`src/rtl/multi_issue_decode_queue_pkg.sv`:
```
// multi_issue_decode_queue_pkg: shared operation encoding and bundle classification helpers
package multi_issue_decode_queue_pkg;
  localparam int DELAY_SLOT = 1;
  typedef enum logic [5:0] {
    OP_INVALID = 6'd0, OP_NOP, OP_SLL, OP_SRL, OP_SRA, OP_ADDU, OP_SUBU, OP_AND, OP_OR, OP_XOR,
    OP_NOR, OP_SLT, OP_SLTU, OP_ADDIU, OP_SLTI, OP_SLTIU, OP_ANDI, OP_ORI, OP_XORI, OP_LUI,
    OP_LB, OP_LW, OP_SB, OP_SW, OP_J, OP_JAL, OP_JR, OP_JALR, OP_BEQ, OP_BNE, OP_BLEZ, OP_BGTZ,
    OP_BLTZ, OP_BGEZ, OP_BLTZAL, OP_BGEZAL, OP_SYSCALL, OP_BREAK, OP_ERET, OP_MTC0, OP_MFC0,
    OP_TLBR, OP_TLBWI, OP_TLBWR, OP_TLBP, OP_CACHE
  } operation_t;
  function automatic logic is_branch(operation_t op);
    return op inside {OP_J, OP_JAL, OP_JR, OP_JALR, OP_BEQ, OP_BNE, OP_BLEZ, OP_BGTZ,
                      OP_BLTZ, OP_BGEZ, OP_BLTZAL, OP_BGEZAL};
  endfunction
  function automatic logic is_serial(operation_t op);
    return op inside {OP_SYSCALL, OP_BREAK, OP_ERET, OP_MTC0, OP_MFC0,
                      OP_TLBR, OP_TLBWI, OP_TLBWR, OP_TLBP, OP_CACHE};
  endfunction
endpackage

```
`src/rtl/multi_issue_decode_queue_if.sv`:
```
// multi_issue_decode_queue_if: fetch-side and issue-side handshake bundle
interface multi_issue_decode_queue_if #(
  parameter int FETCH_WIDTH  = 2,
  parameter int DECODE_WIDTH = 2
);
  import multi_issue_decode_queue_pkg::*;
  logic                                 in_valid;
  logic                                 in_ready;
  logic [$clog2(FETCH_WIDTH+1)-1:0]     in_count;
  logic [31:0]                          in_pc;
  logic [FETCH_WIDTH*32-1:0]            in_inst;
  logic [DECODE_WIDTH-1:0]              out_valid;
  logic                                 out_ready;
  operation_t [DECODE_WIDTH-1:0]        out_operation;
  logic [DECODE_WIDTH*32-1:0]           out_pc;
  logic [DECODE_WIDTH*32-1:0]           out_inst;
  modport master (
    output in_valid, in_count, in_pc, in_inst, out_ready,
    input  in_ready, out_valid, out_operation, out_pc, out_inst
  );
  modport slave (
    input  in_valid, in_count, in_pc, in_inst, out_ready,
    output in_ready, out_valid, out_operation, out_pc, out_inst
  );
endinterface

```
`src/rtl/multi_issue_decode_queue_inst_decoder.sv`:
```
// multi_issue_decode_queue_inst_decoder: classifies one raw MIPS word into an operation_t
module multi_issue_decode_queue_inst_decoder
  import multi_issue_decode_queue_pkg::*;
(
  input  logic        valid,
  input  logic [31:0] inst,
  output operation_t  op
);
  logic [5:0] opc, fn;
  logic [4:0] rs, rt;
  assign opc = inst[31:26];
  assign fn  = inst[5:0];
  assign rs  = inst[25:21];
  assign rt  = inst[20:16];
  // Map the word to its operation; absent lanes and unknown encodings stay OP_INVALID
  always_comb begin
    op = OP_INVALID;
    if (valid)
      case (opc)
        6'h00:
          case (fn)
            6'h00: op = (inst == 32'd0) ? OP_NOP : OP_SLL;
            6'h02: op = OP_SRL;
            6'h03: op = OP_SRA;
            6'h08: op = OP_JR;
            6'h09: op = OP_JALR;
            6'h0c: op = OP_SYSCALL;
            6'h0d: op = OP_BREAK;
            6'h21: op = OP_ADDU;
            6'h23: op = OP_SUBU;
            6'h24: op = OP_AND;
            6'h25: op = OP_OR;
            6'h26: op = OP_XOR;
            6'h27: op = OP_NOR;
            6'h2a: op = OP_SLT;
            6'h2b: op = OP_SLTU;
            default: ;
          endcase
        6'h01:
          case (rt)
            5'h00: op = OP_BLTZ;
            5'h01: op = OP_BGEZ;
            5'h10: op = OP_BLTZAL;
            5'h11: op = OP_BGEZAL;
            default: ;
          endcase
        6'h02: op = OP_J;
        6'h03: op = OP_JAL;
        6'h04: op = OP_BEQ;
        6'h05: op = OP_BNE;
        6'h06: op = OP_BLEZ;
        6'h07: op = OP_BGTZ;
        6'h09: op = OP_ADDIU;
        6'h0a: op = OP_SLTI;
        6'h0b: op = OP_SLTIU;
        6'h0c: op = OP_ANDI;
        6'h0d: op = OP_ORI;
        6'h0e: op = OP_XORI;
        6'h0f: op = OP_LUI;
        6'h10:
          if (inst[25])
            case (fn)
              6'h01: op = OP_TLBR;
              6'h02: op = OP_TLBWI;
              6'h06: op = OP_TLBWR;
              6'h08: op = OP_TLBP;
              6'h18: op = OP_ERET;
              default: ;
            endcase
          else
            op = (rs == 5'h00) ? OP_MFC0 : (rs == 5'h04) ? OP_MTC0 : OP_INVALID;
        6'h20: op = OP_LB;
        6'h23: op = OP_LW;
        6'h28: op = OP_SB;
        6'h2b: op = OP_SW;
        6'h2f: op = OP_CACHE;
        default: ;
      endcase
  end
endmodule

```
`src/rtl/multi_issue_decode_queue.sv`:
```
// multi_issue_decode_queue: fetch buffer plus N-wide decode with branch/slot pairing and serial-op isolation
module multi_issue_decode_queue
  import multi_issue_decode_queue_pkg::*;
#(
  parameter int FETCH_WIDTH  = 2,
  parameter int DECODE_WIDTH = 2,
  parameter int DEPTH        = 8
) (
  input logic                    clk,
  input logic                    resetn,
  input logic                    flush,
  multi_issue_decode_queue_if.slave io
);
  localparam int AW  = $clog2(DEPTH);
  localparam int PW  = AW + 1;
  localparam int NW  = $clog2(DECODE_WIDTH + 1);
  localparam int ICW = $clog2(FETCH_WIDTH + 1);
  logic [PW-1:0]                  head_q, head_d, tail_q, tail_d, count_q, count_d;
  logic [31:0]                    pc_q [DEPTH];
  logic [31:0]                    pc_d [DEPTH];
  logic [31:0]                    inst_q [DEPTH];
  logic [31:0]                    inst_d [DEPTH];
  logic [DECODE_WIDTH-1:0]        out_valid_q, out_valid_d;
  operation_t [DECODE_WIDTH-1:0]  out_op_q, out_op_d;
  logic [DECODE_WIDTH-1:0][31:0]  out_pc_q, out_pc_d, out_inst_q, out_inst_d;
  logic [31:0]                    cand_pc [DECODE_WIDTH];
  logic [31:0]                    cand_inst [DECODE_WIDTH];
  operation_t                     cand_op [DECODE_WIDTH];
  logic [DECODE_WIDTH:0]          present;
  logic [DECODE_WIDTH-1:0]        take;
  logic [NW-1:0]                  n;
  logic                           push, load, stop;
  assign io.in_ready      = (PW'(DEPTH) - count_q) >= PW'(FETCH_WIDTH);
  assign io.out_valid     = out_valid_q;
  assign io.out_operation = out_op_q;
  assign io.out_pc        = out_pc_q;
  assign io.out_inst      = out_inst_q;
  assign push = io.in_valid && io.in_ready && !flush;
  assign load = (out_valid_q == '0) || io.out_ready;
  // The extra top bit lets a branch in the last lane see "no slot available"
  assign present[DECODE_WIDTH] = 1'b0;
  for (genvar g = 0; g < DECODE_WIDTH; g++) begin : g_lane
    assign present[g]   = PW'(g) < count_q;
    assign cand_pc[g]   = pc_q[head_q[AW-1:0] + AW'(g)];
    assign cand_inst[g] = inst_q[head_q[AW-1:0] + AW'(g)];
    assign take[g]      = NW'(g) < n;
    multi_issue_decode_queue_inst_decoder u_inst_decoder (
      .valid (present[g]),
      .inst  (cand_inst[g]),
      .op    (cand_op[g])
    );
  end
  // Bundle size: stop at a serial op (alone only at lane 0) or a branch whose slot does not fit
  always_comb begin
    n = '0;
    stop = 1'b0;
    for (int i = 0; i < DECODE_WIDTH; i++) begin
      if (!stop) begin
        if (!present[i]) stop = 1'b1;
        else if (is_serial(cand_op[i])) begin
          n = (i == 0) ? NW'(1) : n;
          stop = 1'b1;
        end else if (is_branch(cand_op[i])) begin
          n = (i + DELAY_SLOT < DECODE_WIDTH && present[i+DELAY_SLOT]) ? NW'(i + DELAY_SLOT + 1) : n;
          stop = 1'b1;
        end else n = NW'(i + 1);
      end
    end
  end
  // Next state: enqueue the beat, advance pointers, refill or hold the output bundle; flush wins
  always_comb begin
    pc_d = pc_q;
    inst_d = inst_q;
    for (int j = 0; j < FETCH_WIDTH; j++) begin
      if (push && ICW'(j) < io.in_count) begin
        pc_d[tail_q[AW-1:0] + AW'(j)] = io.in_pc + 32'(4 * j);
        inst_d[tail_q[AW-1:0] + AW'(j)] = io.in_inst[j*32 +: 32];
      end
    end
    tail_d = flush ? '0 : push ? tail_q + PW'(io.in_count) : tail_q;
    head_d = flush ? '0 : load ? head_q + PW'(n) : head_q;
    count_d = flush ? '0 : count_q + (push ? PW'(io.in_count) : '0) - (load ? PW'(n) : '0);
    for (int i = 0; i < DECODE_WIDTH; i++) begin
      out_valid_d[i] = flush ? 1'b0 : load ? take[i] : out_valid_q[i];
      out_op_d[i] = (flush || (load && !take[i])) ? OP_INVALID : load ? cand_op[i] : out_op_q[i];
      out_pc_d[i] = (flush || (load && !take[i])) ? 32'd0 : load ? cand_pc[i] : out_pc_q[i];
      out_inst_d[i] = (flush || (load && !take[i])) ? 32'd0 : load ? cand_inst[i] : out_inst_q[i];
    end
  end
  // State registers with asynchronous clear
  always_ff @(posedge clk or negedge resetn) begin
    if (!resetn) begin
      head_q <= '0;
      tail_q <= '0;
      count_q <= '0;
      out_valid_q <= '0;
      out_pc_q <= '0;
      out_inst_q <= '0;
      for (int k = 0; k < DECODE_WIDTH; k++) out_op_q[k] <= OP_INVALID;
      for (int k = 0; k < DEPTH; k++) begin
        pc_q[k] <= '0;
        inst_q[k] <= '0;
      end
    end else begin
      head_q <= head_d;
      tail_q <= tail_d;
      count_q <= count_d;
      out_valid_q <= out_valid_d;
      out_op_q <= out_op_d;
      out_pc_q <= out_pc_d;
      out_inst_q <= out_inst_d;
      pc_q <= pc_d;
      inst_q <= inst_d;
    end
  end
endmodule

```
`src/flat_wrapper.sv`:
```
// flat-port wrapper written by rule: the top's interface ports become plain ports
module multi_issue_decode_queue_flat import multi_issue_decode_queue_pkg::*;
#(
  parameter int FETCH_WIDTH  = 2,
  parameter int DECODE_WIDTH = 2,
  parameter int DEPTH        = 8
)
  (clk, resetn, flush, io_in_valid, io_in_count, io_in_pc, io_in_inst, io_out_ready, io_in_ready, io_out_valid, io_out_operation, io_out_pc, io_out_inst);
  multi_issue_decode_queue_if #(.FETCH_WIDTH(FETCH_WIDTH), .DECODE_WIDTH(DECODE_WIDTH)) io_i ();
  input logic clk;
  input logic resetn;
  input logic flush;
  input wire logic [$bits(io_i.in_valid)-1:0] io_in_valid;
  input wire logic [$bits(io_i.in_count)-1:0] io_in_count;
  input wire logic [$bits(io_i.in_pc)-1:0] io_in_pc;
  input wire logic [$bits(io_i.in_inst)-1:0] io_in_inst;
  input wire logic [$bits(io_i.out_ready)-1:0] io_out_ready;
  output wire logic [$bits(io_i.in_ready)-1:0] io_in_ready;
  output wire logic [$bits(io_i.out_valid)-1:0] io_out_valid;
  output wire logic [$bits(io_i.out_operation)-1:0] io_out_operation;
  output wire logic [$bits(io_i.out_pc)-1:0] io_out_pc;
  output wire logic [$bits(io_i.out_inst)-1:0] io_out_inst;
  assign io_i.in_valid = io_in_valid;
  assign io_i.in_count = io_in_count;
  assign io_i.in_pc = io_in_pc;
  assign io_i.in_inst = io_in_inst;
  assign io_i.out_ready = io_out_ready;
  assign io_in_ready = io_i.in_ready;
  assign io_out_valid = io_i.out_valid;
  assign io_out_operation = io_i.out_operation;
  assign io_out_pc = io_i.out_pc;
  assign io_out_inst = io_i.out_inst;
  multi_issue_decode_queue #(.FETCH_WIDTH(FETCH_WIDTH), .DECODE_WIDTH(DECODE_WIDTH), .DEPTH(DEPTH)) u_core (.clk(clk), .resetn(resetn), .flush(flush), .io(io_i));
endmodule
```
`config.mk`:
```
export PLATFORM = sky130hd
export DESIGN_NAME = multi_issue_decode_queue_flat
export DESIGN_NICKNAME = d
export VERILOG_FILES = /design/src/rtl/multi_issue_decode_queue_pkg.sv /design/src/rtl/multi_issue_decode_queue_if.sv /design/src/rtl/multi_issue_decode_queue_inst_decoder.sv /design/src/rtl/multi_issue_decode_queue.sv /design/src/flat_wrapper.sv
export SDC_FILE = /design/constraint.sdc
export NUM_CORES = 2
export LEC_CHECK = 0
export CAP_MARGIN = 20
export CORE_MARGIN = 3
export CORE_UTILIZATION = 55
export DETAILED_ROUTE_END_ITERATION = 7
export PLACE_DENSITY = 0.78
export SYNTH_ARGS = -nofsm -noshare
export SYNTH_HDL_FRONTEND = slang
export SYNTH_SLANG_ARGS = --single-unit
```
`constraint.sdc`:
```
create_clock -name clk -period 4.3 [get_ports clk]
set_clock_uncertainty 0.1 [all_clocks]
set_input_delay 1.075 -clock clk [delete_from_list [all_inputs] [get_ports clk]]
set_output_delay 1.075 -clock clk [all_outputs]
set_load 0.05 [all_outputs]
```
==> results.yml <==
synth:
  yosys_warnings: 0
  netlist_instances: 3810
  ys_types: 82
  ys_ff_latch: 664
  synth_edf_count: 0
  synth-seq-area-share: 0.410
  syn-num-nets: 3929
  synthFlopType: "dfrtp_1"
  netlist_area_sq_um: 40500
  synthArstFlopShare: 1.00
  syn_avg_cell_area_sq_um: 10.6
clocking:
  path_clk_slew_ps: 60
  cts.sinks: 664
  cts_htree_levels: 3
  worstSkewPairLatency_ps: 630
  numCtsBuffers: 72
  cts_tree: "yes"
  cts.path.max_buffers: 3
  clock-root-buffer: "clkbuf_16"
placed_design:
  port_buffers: 245
  hpwl_mm: 88.0
  placed_cells: 5017
  gp_congestion: 0.939
final_layout:
  final_core_util: 0.691
  n_fill_cell: 5026
  final_cell_mix: "dfrtp_1, nand2_1, mux2i_1"
  fin_cells: 5201
  drive_gt1_frac: 0.244
  final_common_cell: "dfrtp_1"
  finalNetCount: 4304
  area_delta_synth_final_pct: 23.2
sta:
  finalHoldViolations: 0
  fin_tns_setup_ps: -1940
  min_period_ps: 4730
  worst_slack_ps: -434
  relSlewSlack: 0.397
  post-route-period-util: 1.10
  finalSetupViolations: 26
  final_max_slew_viol_count: 0
  fmax_ghz: 0.211
  worst_pin_slew_ps: 900
  rsz0062_at_grt: "yes"
worst_setup_path:
  critical_path_required_ps: 4710
  critPathKind: "reg -> reg"
  endpoint_kind: "flip-flop"
  worstPathMaxFanout: 6
  cp-start-kind: "flip-flop"
  crit_arrival_ps: 5150
grt:
  grt_antenna_before_repair: 19
  grt_pass1_vias: 34401
  grtUsageTotal: 0.344
  grt.overflow.total: 0
  grt_pass1_wl_mm: 208
  grt_max_degree: 90
floorplan:
  initial_core_util: 0.561
  core_sq_um: 72200
  pin_count: 246
  fp.dieH_um: 277
  die_area_sq_um: 77000
  rows: 98
  die_width_um: 277
drt:
  first_pass_iters: 6
  ant_nets: 0
  vias: 34757
  wirelength_mm: 136
  drt_iter0_markers: 4423
  post_drt_wl_per_cell_um: 26.2
  vias_per_cell: 6.68
  drc: 0
flow_run:
  maxCapViolCount: 0
hold_path:
  min_path_type: "reg -> reg"
status:
  outcome: "complete, but fails checks"
  violations: "setup timing"
power:
  leakage_nw: 19.8
  ir_worst_vdd_mv: 0.802
  finalPower_mw: 40.5
  power_density_nw_per_um2: 812
[where the power goes]
| part | leakage [nW] | switching, mW | internal, mW | total (mW) |
|---|---|---|---|---|
| registers | 8.74 | 1.83 | 8.48 | 10.3 |
| clock network | 1.15 | 2.69 | 3.62 | 6.31 |
| logic | 9.89 | 13.2 | 10.8 | 23.9 |
[routing by layer]
metal | global-route usage | share of wire | vias up
li1 | - | - | 14730
met1 | 0.467 | 0.39 | 17366
met2 | 0.522 | 0.46 | 2273
met3 | 0.0974 | 0.11 | 374
met4 | 0.145 | 0.034 | 14
met5 | 0 | 0.00067 | -
[critical path: stages (launching register included)]
cell and delay [ps]:
dfrtp_4 530, ha_4 220, xor2_4 340, mux4_2 550, mux2i_1 490, a211oi_4 70
a211o_1 250, a221o_1 400, a221oi_4 320, o21ai_2 90, fa_1 460, ha_1 280
a21o_1 170, a21oi_2 170, xnor2_1 130, nor2_1 50
[sequential cells by signal (all words and copies together), names as in the netlist]
register	cells
u_core.head_q	3
u_core.pc_q	256
u_core.io.out_pc	64
u_core.count_q	4
u_core.tail_q	3
u_core.io.out_valid	2
u_core.io.out_operation	12
u_core.inst_q	256
u_core.io.out_inst	64
[Yosys cell counts (42+ instances only)]
cell type / instances / area [sq um]
o31ai_2: 84 / 1050
dfrtp_1: 664 / 16600
mux2i_1: 546 / 5470
buf_2: 49 / 245
o31ai_1: 49 / 368
a211oi_1: 61 / 458
nand2_1: 641 / 2410
o21ai_0: 463 / 2320
nor2b_1: 57 / 357
clkbuf_1: 205 / 769
nor2_1: 81 / 304
mux4_2: 246 / 5540
buf_1: 75 / 282
nand3_1: 42 / 210
a21oi_1: 106 / 531
[cell type report]
type	count	area, sq um	share of cell area
diodes	14	35.0	0.000702
repair buffers	697	6810	0.136
inverters	21	81.3	0.00163
clock inverters	25	304	0.00609
multi-input cells	2729	22900	0.458
flip-flops and latches	664	16600	0.333
clock buffers	101	2030	0.0407
well taps	950	1190	0.0238
[per-stage QoR]
stage / hold slack (ps) / setup slack, ps / area [sq um]
2_1_floorplan: 380 / -140 / 40600
3_3_place_gp: 360 / -456 / 46200
3_5_place_dp: 366 / -516 / 46200
4_1_cts: 379 / -340 / 49300
5_1_grt: 396 / -562 / 49900
6_report: 375 / -434 / 49900
[path summary, 6_finish.rpt]
path | from | end | slack, ps | depth (start not counted)
max | u_core.head_q[0] | u_core.count_q[3] | -430 | 15
min in group asynchronous | resetn | u_core.inst_q[243] | 420 | 1
max in group asynchronous | resetn | u_core.io.out_pc[6] | 2720 | 2
min reg2reg | u_core.io.out_inst[14] | u_core.io.out_inst[14] | 380 | 2
max reg2reg | u_core.head_q[0] | u_core.count_q[3] | -430 | 15
min | u_core.io.out_inst[14] | u_core.io.out_inst[14] | 380 | 2
[cell families after synthesis]
| family | Yosys count | share of synthesized area |
|---|---|---|
| DFF | 664 | 0.410 |
| xor gates and xnor gates | 33 | 0.00759 |
| adders and majority gates | 16 | 0.00568 |
| and+or+nand+nor | 950 | 0.101 |
| buffers and inverters | 417 | 0.0484 |
| muxes | 838 | 0.286 |
| AOI/OAI and AO/OA | 892 | 0.141 |
[timing repair]
item,4_1_cts,5_1_grt
hold buffers,0,0
resized for setup,70,79
pin swaps,34,35
setup endpoints to repair,49,75
setup buffers,23,16
cloned,8,4
(Power assumes the default switching activity.)
